**src/rtl/instr_fetch_unit.sv**
```systemverilog
// Fetch stage: owns the PC, issues one outstanding imem request at a time and
// fills the IF/ID slot. Optional perf counters are enabled by FETCH_PERF_CNT_EN.
module instr_fetch_unit #(
  parameter int                    PC_WIDTH = 8,
  parameter logic [PC_WIDTH-1:0]   RESET_PC = '0
) (
  input  logic                clk,
  input  logic                rst_n,
  output logic                imem_req,
  output logic [PC_WIDTH-1:0] imem_addr,
  input  logic                imem_ready,
  input  logic                imem_rvalid,
  input  logic [15:0]         imem_rdata,
  input  logic                stall_i,
  input  logic                redirect_valid,
  input  logic [PC_WIDTH-1:0] redirect_target,
  output logic                if_valid,
  output logic [15:0]         if_instr,
  output logic [PC_WIDTH-1:0] if_pc
`ifdef FETCH_PERF_CNT_EN
  ,
  output logic [15:0]         perf_fetch_cnt,
  output logic [15:0]         perf_bubble_cnt
`endif
);

  localparam logic [1:0] ST_REQ   = 2'd0;
  localparam logic [1:0] ST_WAIT  = 2'd1;
  localparam logic [1:0] ST_DRAIN = 2'd2;

  localparam logic [PC_WIDTH-1:0] PC_ALIGN_MASK = ~PC_WIDTH'(1);
  localparam logic [PC_WIDTH-1:0] RESET_PC_AL   = RESET_PC & PC_ALIGN_MASK;

  logic [1:0]          state;
  logic [PC_WIDTH-1:0] pc;
  logic [PC_WIDTH-1:0] req_pc;
  logic [PC_WIDTH-1:0] target_al;
  logic                consumed;
  logic                slot_free;
  logic                handshake;
  logic                capture;

  // Handshake: a request transfers on a cycle with imem_req && imem_ready;
  // the address is held stable until then. Each transfer yields exactly one
  // imem_rvalid in a later cycle.
  assign consumed  = if_valid && !stall_i;
  assign slot_free = !if_valid || consumed;
  assign imem_req  = rst_n && (state == ST_REQ) && slot_free;
  assign imem_addr = pc;
  assign handshake = imem_req && imem_ready;
  assign target_al = redirect_target & PC_ALIGN_MASK;
  assign capture   = (state == ST_WAIT) && imem_rvalid && !redirect_valid;

  // Later assignments in this block take priority: capture over consume,
  // redirect over everything.
  always_ff @(posedge clk or negedge rst_n) begin
    if (!rst_n) begin
      state    <= ST_REQ;
      pc       <= RESET_PC_AL;
      req_pc   <= RESET_PC_AL;
      if_valid <= 1'b0;
      if_instr <= 16'h0000;
      if_pc    <= '0;
    end else begin
      if (consumed) if_valid <= 1'b0;
      case (state)
        ST_REQ: begin
          if (handshake) begin
            req_pc <= pc;
            state  <= redirect_valid ? ST_DRAIN : ST_WAIT;
          end
        end
        ST_WAIT: begin
          if (imem_rvalid) begin
            state <= ST_REQ;
          end else if (redirect_valid) begin
            state <= ST_DRAIN;
          end
          if (capture) begin
            if_valid <= 1'b1;
            if_instr <= imem_rdata;
            if_pc    <= req_pc;
            pc       <= req_pc + PC_WIDTH'(2);
          end
        end
        ST_DRAIN: begin
          // The orphan response of a killed request is dropped here.
          if (imem_rvalid) state <= ST_REQ;
        end
        default: state <= ST_REQ;
      endcase
      if (redirect_valid) begin
        pc       <= target_al;
        if_valid <= 1'b0;
      end
    end
  end

`ifdef FETCH_PERF_CNT_EN
  always_ff @(posedge clk or negedge rst_n) begin
    if (!rst_n) begin
      perf_fetch_cnt  <= 16'h0000;
      perf_bubble_cnt <= 16'h0000;
    end else begin
      if (capture && (perf_fetch_cnt != 16'hFFFF))
        perf_fetch_cnt <= perf_fetch_cnt + 16'd1;
      if (!if_valid && !stall_i && (perf_bubble_cnt != 16'hFFFF))
        perf_bubble_cnt <= perf_bubble_cnt + 16'd1;
    end
  end
`endif

endmodule

```
**config.mk**
```make
export PLATFORM = sky130hd
export DESIGN_NAME = instr_fetch_unit
export DESIGN_NICKNAME = d
export VERILOG_FILES = /design/src/rtl/instr_fetch_unit.sv
export SDC_FILE = /design/constraint.sdc
export NUM_CORES = 1
export LEC_CHECK = 0
export CORE_MARGIN = 3
export CORE_UTILIZATION = 45
export DETAILED_ROUTE_END_ITERATION = 12
export PLACE_DENSITY = 0.91
export SKIP_LAST_GASP = 1
export SLEW_MARGIN = 20
export SYNTH_ARGS = -nofsm -noshare
export SYNTH_HDL_FRONTEND = slang
export SYNTH_SLANG_ARGS = --single-unit
```
**constraint.sdc**
```tcl
create_clock -name clk -period 1.66 [get_ports clk]
set_clock_uncertainty 0.15 [all_clocks]
set_input_delay 0.332 -clock clk [delete_from_list [all_inputs] [get_ports clk]]
set_output_delay 0.332 -clock clk [all_outputs]
set_load 0.02 [all_outputs]
```
======== Word level (Yosys, flattened, before mapping) ========
Index checks and enable logic that the tools add are counted.
storage, ports and cells
  word-level logic and storage cells ...... 42
  bits in registers ....................... 43
  output and inout port bits .............. 34
cells by class
  $add $sub $neg .......................... 1
  multiplexer cells ....................... 13
  reduce and logical (&&, ||, !) cells .... 17
  equality and inequality tests ........... 5
operators with widths
  kind                                                             number
  8-bit 2-to-1 mux                                                 3
  2-bit 2-to-1 mux                                                 5
  8-bit by 2-bit adder with 8-bit output, second input constant    1
  1-bit logical AND                                                6
  2-bit one-hot mux with 3 select lines                            1
  2-bit AND reduction                                              3
  1-bit 2-to-1 mux                                                 4
  2-bit != test, second input constant                             2
  2-bit nonzero test                                               2
  1-bit logical NOT                                                3
  3-bit != test, second input constant                             1
  3-bit AND reduction                                              1
  2-bit by 1-bit == test with 1-bit output, second input constant  1
  2-bit == test, second input constant                             1
  2-bit logical NOT                                                1
  1-bit logical OR                                                 1

======== Longest topological paths before layout ========
Gate-level depths: netlist of the first run.
  word-level depth ........................ 7
  depth in mapped cells ................... 5

======== Worst setup path before layout of the first run ========
Ideal clock, no wire load.
  path type ............................... register to register
  start point ............................. register state[1]
  end point ............................... register if_instr[0]
  slack ................................... 134 ps
  path buffers ............................ 1
  required time ........................... 1,385 ps
  cell stages (with the launch flop) ...... 5
  arrival ................................. 1,251 ps
  cell sequence ........................... dfrtp_1 > nand3b_4 > nor2_8 > buf_12 > mux2_4
on the way
  cells in the longest elaborated chain, start to end .. 4
ends and longest elaborated chain
  element                                     RTL line  RTL
  start: declaration                          34        logic [1:0] state;
  start signal: assignment                    70        state <= redirect_valid ? ST_DRAIN : ST_WAIT;
  2-bit by 1-bit == test with 1-bit output *  52, 66
  1-bit logical AND (2 in series)             52        assign capture = (state == ST_WAIT) && imem_rvalid && !redirect_valid;
  2-bit AND reduction (no source line) *      -
  end signal: assignment                      81        if_instr <= imem_rdata;
  end: declaration                            18        output logic [15:0] if_instr,
Every way passes the cells marked *; elsewhere a longest branch is shown, timed or not.
A chain may end at the register's enable or synchronous reset.

======== Worst setup path after layout of the first run ========
  start point ............................. register state[1]
  end point ............................... register if_pc[3]
on the way
  cells in the longest elaborated chain, start to end .. 4
ends and longest elaborated chain
  element                                     RTL line  RTL
  2-bit by 1-bit == test with 1-bit output *  52, 66
  1-bit logical AND (2 in series)             52
  2-bit AND reduction (no source line) *      -
  end signal: assignment                      82        if_pc <= req_pc;
  end: declaration                            19        output logic [PC_WIDTH-1:0] if_pc
Marks and branches as above.

==> results of run 1 <==
worst paths after layout:
| check | start | endpoint | slack (ns) | cells past startpoint |
|---|---|---|---|---|
| min in group clk | stall_i | if_valid | 0.28 | 4 |
| worst min-delay path | rst_n | if_instr[9] | 0.01 | 2 |
| max in group asynchronous | rst_n | if_pc[4] | 0.98 | 2 |
| worst max register to register | state[1] | if_pc[3] | 0.05 | 5 |
| worst max-delay path | state[1] | if_pc[3] | 0.05 | 5 |
| worst min register to register | if_instr[10] | if_instr[10] | 0.36 | 1 |
placed cells by master (no fill, tap or decap), types with 5 or more instances in the layout:
master           netlist  layout
clkbuf_8               0       5
mux2_4                20      20
clkdlybuf4s50_1        0      26
o21ai_0               14      14
buf_4                  0      12
dlygate4sd2_1          0      33
a21oi_1                6       6
dfrtp_1               43      43
nand2_1               11      11
mux2_2                12      12
stage by stage:
stage               cells  setup TNS [ns]  hold WS, ns
floorplan             134               0       -0.114
global placement      255           -7.16        0.339
detailed placement    255           -7.88        0.342
CTS                   263         -0.0692       0.0340
global route          264         -0.0240       0.0541
finish                264               0       0.0115
cell type report:
type                    instances  area [um2]
multi-input cells              87         773
repair buffers                 77         733
inverters                       1        3.75
clock inverters                 3        23.8
clock buffers                   5        68.8
well taps                      48        60.1
fillers                       286        1110
flip-flops and latches         43        1080
flip-flops by register name (all words and copies together), names as in the netlist:
register	flops
if_instr	16
if_pc	8
if_valid	1
imem_addr	8
req_pc	8
state	2
per-layer routing:
layer	GRT usage, %	vias up
met2	28.8	50
met5	0	-
met3	3.69	6
met1	23.0	665
li1	-	638
met4	7.31	0
what timing repair did:
action | CTS | global route
setup endpoints to repair | 34 | 4
resized for setup | 37 | 4
hold buffers | 0 | 0
cloned | 0 | 1
pin swaps | 0 | 1
kinds of logic (layout without fill, tap and decap cells):
group / Yosys count / in the layout / synth area share [%]
adders and majority gates: 1 / 1 / 0.661
AOI/OAI and AO/OA: 24 / 24 / 6.87
DFF: 43 / 43 / 56.8
and+or+nand+nor: 28 / 28 / 9.12
xor gates and xnor gates: 1 / 1 / 0.463
muxes: 33 / 33 / 23.5
buffers and inverters: 4 / 86 / 2.51
power by group:
part           switching [mW]  total [mW]  internal [mW]
clock                   0.385       0.686          0.301
combinational           0.570        1.21          0.639
sequential              0.190        1.52           1.33
critical path: cells and delay by family (launching register included):
kind                   cells  cell delay [ns]
buffers and inverters      2             0.33
flip-flops                 1             0.39
multiplexers               1             0.30
AND/OR/NAND/NOR            2             0.33
==> metrics, run 1 <==
Area after DPL=0.00266 mm2; CP Launch Type=flip-flop; Die ar.=0.00502 mm2; CP max stage cell=dfrtp_1; Clock H-tree levels=2; initial antenna violation count=0; clk buf depth=2; worst-path maximum fanout=7; io pins=64; Crit Path Class=reg2reg; PD cells=1250 mW/mm2; row count=22; Setup Fix Bufs, Post-CTS=0; Main synth FF type=dfrtp_1; peak per-stage delay on the critical path=0.39 ns; type of the most critical hold path=in2async; most frequent cell after synthesis=dfrtp_1; drt first pass iters=4; DRC violations left=0; max_slew headroom=64.9%; Yosys top cell area share=56.8%; Mapped Cells=134; Mapped Avg Cell Area=14.1 um2; Arr. time, crit path=1.64 ns; Routed Antenna Nets=0; Core ar.=0.00385 mm2; critical-path cell list=buf_4, nand3b_4, nor2_8, clkbuf_16, mux2_4; via count=1359; ratio of cells with drive above 1 in the final layout=28.2%; Syn Nets=165; Async SR Flop Fraction=100%; Final Hold Fails=0; met2 wire length=2110 um; unrepaired setup endpoints after global routing=yes; Yosys warning count=0; DR WL met3=271 um; max-cap violations=0; Seq/Total Area, Yosys=56.8%; Clock Tree Root=clkbuf_8; wire length per cell=16.0 um; worst-skew pair later-pin latency=0.30 ns; clock slew at reported path FFs=0.09 ns; peak supply drop=0.754 mV; GP Congestion=0.824; status=finished, final reports clean; Num Clock Sinks=43; Area growth syn-to-layout=44.7%; leakage=1.35 nW; setup ws final=0.0549 ns; die width=70.9 um; total grt overflow=0; IO Port Bufs=62; Fmax achieved=623 MHz; data required time of the critical path=1.69 ns; DRT iter0 DRCs=56; first-pass GRT wire length=6940 um; nets@finish=246; fin. max-slew vios=0; largest net degree at the start of global routing=44; clock buffer count from CTS=5; GRT Total Usage=17.7%; vias in the first global route=1404; Post-Route M1 WL=1750 um; CTS tree=built; detailed-placement wirelength estimate=3070 um; Post-synth top cells=43 x dfrtp_1, 20 x mux2_4, 14 x o21ai_0, 12 x mux2_2, 11 x nand2_1; final setup vio count=0; final WL=4220 um; DR top layer=met4; minimum clock period=1.61 ns; Tot Pwr=3.41 mW; drt via density=5.15; Place WS=-0.466 ns; EDFF count, synth=0; Worst Max-Slew Pin Slew=0.526 ns; crit end category=flip-flop; Initial Util=49.1%; Die Ht=70.9 um; mapped cell area=0.00189 mm2; final core occ=71.1%; fin crit share=96.7%; leading area contributor after synthesis=dfrtp_1; Seq cells post-synth=43; final instance area=0.00274 mm2; diode count=0; synth unique cells=26; Area contributors post-synth=dfrtp_1 57%, mux2_4 16%, mux2_2 7.1%, o21ai_0 3.7%, nand2_1 2.2%
No activity file was read; power rests on OpenSTA's default activity.
==> run 2: changes to the inputs <==
Settings changed: SLEW_MARGIN 20 to unset.
==> results of run 2 <==
The final DEF is identical to that of run 1; final timing and power are the same.
